--- config.mk ---
export PLATFORM = sky130hd
export DESIGN_NAME = if_fetch_stage_flat
export DESIGN_NICKNAME = d
export VERILOG_FILES = /design/src/rtl/if_fetch_stage_if.sv /design/src/rtl/if_fetch_stage.sv /design/src/flat_wrapper.sv
export SDC_FILE = /design/constraint.sdc
export NUM_CORES = 1
export LEC_CHECK = 0
export ABC_AREA = 1
export CORE_MARGIN = 1
export CORE_UTILIZATION = 45
export DETAILED_ROUTE_END_ITERATION = 6
export DONT_BUFFER_PORTS = 1
export SLEW_MARGIN = 25
export SYNTH_ARGS = -nofsm -noshare
export SYNTH_HDL_FRONTEND = slang
export SYNTH_SLANG_ARGS = --single-unit
--- constraint.sdc ---
create_clock -name clk -period 4.4 [get_ports clk]
set_input_delay 1.1 -clock clk [delete_from_list [all_inputs] [get_ports clk]]
set_output_delay 1.1 -clock clk [all_outputs]
set_load 0.01 [all_outputs]
--- src/rtl/if_fetch_stage_if.sv ---
// Instruction-memory fetch port: the fetch stage raises req/addr, memory returns ack/rdata.
interface if_fetch_stage_if;
   localparam int unsigned XLEN = 32;

   logic            imem_req;
   logic [XLEN-1:0] imem_addr;
   logic            imem_ack;
   logic [XLEN-1:0] imem_rdata;

   modport master (output imem_req, output imem_addr, input imem_ack, input imem_rdata);
   modport slave  (input imem_req, input imem_addr, output imem_ack, output imem_rdata);
endinterface

--- src/rtl/if_fetch_stage.sv ---
// CPU instruction fetch stage: owns the PC, fetches over req/ack into the IR and
// resolves branch, jump and jump-register targets when the IR is consumed.
module if_fetch_stage #(
   parameter logic [31:0] RESET_PC = 32'h0000_0000,
   localparam int unsigned XLEN = 32
) (
   input  logic             clk,
   input  logic             rst,
   if_fetch_stage_if.master imem,
   input  logic             stall,
   input  logic             br_taken,
   input  logic [XLEN-1:0]  imm_ext,
   input  logic             jump,
   input  logic             jr,
   input  logic [XLEN-1:0]  jr_target,
   output logic             ir_valid,
   output logic [XLEN-1:0]  ir,
   output logic [15:0]      imm16,
   output logic [XLEN-1:0]  ir_pc,
   output logic [XLEN-1:0]  pc_plus4,
   output logic [XLEN-1:0]  instret
);

   localparam logic [1:0] S_BOOT  = 2'd0;
   localparam logic [1:0] S_FETCH = 2'd1;
   localparam logic [1:0] S_ISSUE = 2'd2;

   logic [1:0]      r_state;
   logic [1:0]      w_state_nxt;
   logic [XLEN-1:0] r_pc;
   logic [XLEN-1:0] r_ir;
   logic [XLEN-1:0] r_ir_pc;
   logic            r_ir_valid;
   logic [XLEN-1:0] r_instret;

   logic            w_fetch_done;
   logic            w_consume;
   logic [XLEN-1:0] w_pc_plus4;
   logic [XLEN-1:0] w_br_target;
   logic [XLEN-1:0] w_next_pc;
   logic            w_unused_bits;

   assign w_fetch_done = (r_state == S_FETCH) && imem.imem_ack;
   assign w_consume    = (r_state == S_ISSUE) && !stall;

   // State register; reset forces BOOT so imem_req drops without waiting for an edge.
   always_ff @(posedge clk or posedge rst) begin
      if (rst) r_state <= S_BOOT;
      else     r_state <= w_state_nxt;
   end

   always_comb begin
      w_state_nxt = r_state;
      case (r_state)
         S_BOOT:  w_state_nxt = S_FETCH;
         S_FETCH: if (imem.imem_ack) w_state_nxt = S_ISSUE;
         S_ISSUE: if (!stall)        w_state_nxt = S_FETCH;
         default: w_state_nxt = S_BOOT;
      endcase
   end

   // Target resolution, priority jr > jump > branch > sequential.
   assign w_pc_plus4  = r_ir_pc + XLEN'(4);
   assign w_br_target = w_pc_plus4 + {imm_ext[29:0], 2'b00};

   always_comb begin
      w_next_pc = w_pc_plus4;
      if (jr)            w_next_pc = {jr_target[31:2], 2'b00};
      else if (jump)     w_next_pc = {w_pc_plus4[31:28], r_ir[25:0], 2'b00};
      else if (br_taken) w_next_pc = w_br_target;
   end

   always_ff @(posedge clk or posedge rst) begin
      if (rst) begin
         r_pc       <= RESET_PC;
         r_ir       <= '0;
         r_ir_pc    <= '0;
         r_ir_valid <= 1'b0;
         r_instret  <= '0;
      end else if (w_fetch_done) begin
         r_ir       <= imem.imem_rdata;
         r_ir_pc    <= r_pc;
         r_ir_valid <= 1'b1;
      end else if (w_consume) begin
         r_pc       <= w_next_pc;
         r_ir_valid <= 1'b0;
         r_instret  <= r_instret + XLEN'(1);
      end
   end

   assign imem.imem_req  = (r_state == S_FETCH);
   assign imem.imem_addr = r_pc;

   assign ir_valid = r_ir_valid;
   assign ir       = r_ir;
   assign imm16    = r_ir[15:0];
   assign ir_pc    = r_ir_pc;
   assign pc_plus4 = w_pc_plus4;
   assign instret  = r_instret;

   // Offset bits shifted out and the forced-zero jr target bits are intentionally dropped.
   assign w_unused_bits = &{1'b0, imm_ext[31:30], jr_target[1:0]};

endmodule

--- src/flat_wrapper.sv ---
// flat-port wrapper written by rule: the top's interface ports become plain ports
module if_fetch_stage_flat 
#(
   parameter logic [31:0] RESET_PC = 32'h0000_0000,
   localparam int unsigned XLEN = 32
)
  (clk, rst, stall, br_taken, imm_ext, jump, jr, jr_target, ir_valid, ir, imm16, ir_pc, pc_plus4, instret, imem_imem_req, imem_imem_addr, imem_imem_ack, imem_imem_rdata);
  if_fetch_stage_if imem_i ();
  input  logic clk;
  input  logic rst;
  input  logic stall;
  input  logic br_taken;
  input  logic [XLEN-1:0] imm_ext;
  input  logic jump;
  input  logic jr;
  input  logic [XLEN-1:0] jr_target;
  output logic ir_valid;
  output logic [XLEN-1:0] ir;
  output logic [15:0] imm16;
  output logic [XLEN-1:0] ir_pc;
  output logic [XLEN-1:0] pc_plus4;
  output logic [XLEN-1:0] instret;
  output wire logic [$bits(imem_i.imem_req)-1:0] imem_imem_req;
  output wire logic [$bits(imem_i.imem_addr)-1:0] imem_imem_addr;
  input wire logic [$bits(imem_i.imem_ack)-1:0] imem_imem_ack;
  input wire logic [$bits(imem_i.imem_rdata)-1:0] imem_imem_rdata;
  assign imem_imem_req = imem_i.imem_req;
  assign imem_imem_addr = imem_i.imem_addr;
  assign imem_i.imem_ack = imem_imem_ack;
  assign imem_i.imem_rdata = imem_imem_rdata;
  if_fetch_stage #(.RESET_PC(RESET_PC)) u_core (.clk(clk), .rst(rst), .imem(imem_i), .stall(stall), .br_taken(br_taken), .imm_ext(imm_ext), .jump(jump), .jr(jr), .jr_target(jr_target), .ir_valid(ir_valid), .ir(ir), .imm16(imm16), .ir_pc(ir_pc), .pc_plus4(pc_plus4), .instret(instret));
endmodule
==> metrics.txt <==
setup_tns=0 ns; startpoint class of the critical path=flip-flop; PwrDens=709.1 mW/mm²; total of max-cap violations=0; Synth Warn #=0; final non-filler cell total=1565; Seq cells post-synth=131; grt ovf=0; area of the die=0.02102 mm²; most numerous cell in the Yosys netlist=nand2_1; buffer count from post-CTS setup fixing=0; detailed-route wire length per cell=18.80 µm; RSZ-0062 raised after global routing=false; Syn Nets=1444; Slew @ Worst Pin=0.9799 ns; fin area=0.009945 mm²; Final setup violation count=0; VDD IR max=515.4 µV; DRT iter0 DRCs=516; via-per-instance ratio=5.303; clock root cell=clkbuf_16; vias in the first global route=8056; max frequency=267.1 MHz; post-synthesis cell count=1303; relative slew slack=0.3468; Final min period=3.743 ns; Synth area leader=dfrtp_1; number of diodes=0; count of final hold-check violations=0; final wirelength=29420 µm; Final WS setup=0.6565 ns; Die Y-Extent=145.0 µm; Critical Path AT=4.06 ns; hold crit path type=input pin to asynchronous set/reset pin; largest cells by area after synthesis=dfrtp_1 36%, nand2_1 16%, inv_1 7.1%, nor2_1 6.0%, ha_1 5.0%; CTS sink cnt=131; Clock transition at path regs=0.06 ns; Core Util, Final=0.5043; antenna violations before repair=1; leakage=0.005160 µW; Synth-to-Final Area Change=8.107%; Worst setup EP type=flip-flop; asr flop ratio synth=1.000; Placed Instance Area=0.009388 mm²; Setup WS pre-CTS=0.6631 ns; maximum number of pins on one net before global-route repair=85; Layout Nets=1428; crit path kind=flip-flop to flip-flop; GR Layer Usage met3=0.08711; # resized after CTS=0; Ports=281; Synth Flop Type=dfrtp_1; Inst Count DP=1533; Netlist cell types=46; TritonCTS clock tree=built; die width=145.0 µm; DP HPWL=23470 µm; post-synthesis sequential area ratio=0.3564; Setup Skew=0.01413 ns; starting density of the core=0.4665; Final Cycle Share=0.8508; Synth top area share=0.3564; DR vias=8299; met2 usage=0.4661; final RePlAce weighted congestion=0.9436; worst path required time=4.71 ns; core area=0.01972 mm²; first drt pass iteration count=5; GRT Resource Usage Total=0.2845; CTS Buf Count=17; M1 GR Usage=0.3597; CTS hold repair buffers=0; EDFF count, synth=0; H-tree Lvls=4; Std-Cell Rows=51; layout cells sized above 1=0.08923; crit path max fanout=8; first-pass GRT wire length=45780 µm; Port Buffers=0; fin. max-slew vios=0; Post-route DRC=0; Cell Area, Synth=0.009199 mm²; clock buffer depth=2; GRT busiest layer=met2; DRT antenna net count=0; status=finished clean; clock insertion delay at the later pin of the skew report=0.43 ns; Synth Area per Inst=7.060 µm²; Commonest cells post-synth=386 x nand2_1, 175 x inv_1, 146 x nor2_1, 131 x dfrtp_1, 71 x a21oi_1
==> final timing paths <==
kind                                        start                   endpoint  slack, ns  depth (start not counted)
worst max register to register    u_core.ir_pc[2]  u_core.imem.imem_addr[30]       0.66                         21
min in group clk                u_core.r_state[0]          u_core.r_state[0]       0.53                          1
max in group asynchronous                     rst         u_core.instret[30]       3.19                          2
worst min-delay path                          rst              u_core.ir[27]       0.44                          1
worst min register to register  u_core.r_state[0]          u_core.r_state[0]       0.53                          1
worst max-delay path              u_core.ir_pc[2]  u_core.imem.imem_addr[30]       0.66                         21
==> cells by family (layout without fill, tap and decap cells) <==
kind of cell	Yosys count	after routing	synth area share
fa+ha+maj	38	38	0.05250
mux	38	38	0.04652
flops	131	131	0.3564
compound gates	146	146	0.08637
simple gates	675	675	0.3123
xor+xnor	46	46	0.04380
buf+inv	229	226	0.1021
==> metal layers <==
layer,up-vias,part of all wire
met2,320,0.47
met3,44,0.096
met5,-,0.00034
met1,3840,0.41
met4,2,0.020
li1,4093,-
==> power by group <==
group	total [µW]	switching, µW	internal [µW]
combinational	3070	2000	1070
sequential	2620	949	1670
clock	1350	558	797
==> metrics by stage <==
stage | hold slack [ns] | total power [µW]
2_1_floorplan | 0.4793 | 4790
3_3_place_gp | 0.4966 | 5639
3_5_place_dp | 0.5080 | 5681
4_1_cts | 0.4314 | 7060
5_1_grt | 0.4366 | 7596
6_report | 0.4426 | 7052
==> final cells by class <==
cell class                 instances  area, µm²
inverter                         182      686.9
clock buffer                      22      454.2
clock inverter                    10      102.6
sequential                       131       3278
timing repair buffer              12      102.6
fill                            2000       9773
multi-input combinational        943       4989
tap                              265      331.6
==> critical path: stages (launching register included) <==
cell,delay (ns)
dfrtp_1,0.59
ha_1,0.32
nand3_2,0.16
inv_2,0.11
nand3_2,0.13
nor2_4,0.14
nand2_1,0.07
xor2_1,0.29
inv_1,0.21
ha_1,0.43
nand2_1,0.12
inv_1,0.10
nand3_1,0.12
or2_2,0.32
nor2_1,0.09
nand2_1,0.09
nand2_1,0.08
nand2_1,0.04
nand3_1,0.07
nand2_1,0.05
nand2_1,0.05
nand2_1,0.05
==> registers in the layout, indices dropped and copies added (netlist names) <==
signal	flops
u_core.r_state	2
u_core.ir_pc	32
u_core.ir	32
u_core.imem.imem_addr	32
u_core.ir_valid	1
u_core.instret	32
==> layout by cell type (no fill, tap or decap), types with 8 or more instances in the layout <==
cell type	count
mux2_2	38
nand2_1	385
dfrtp_1	131
buf_4	11
a21oi_1	71
nor3_1	18
nand3_1	65
xor2_1	33
nor2_1	146
o211ai_1	8
ha_1	37
nand4_1	17
inv_1	174
clkbuf_16	17
xnor2_1	13
o21ai_0	46
Note: power is estimated with default switching activity, not from simulation.
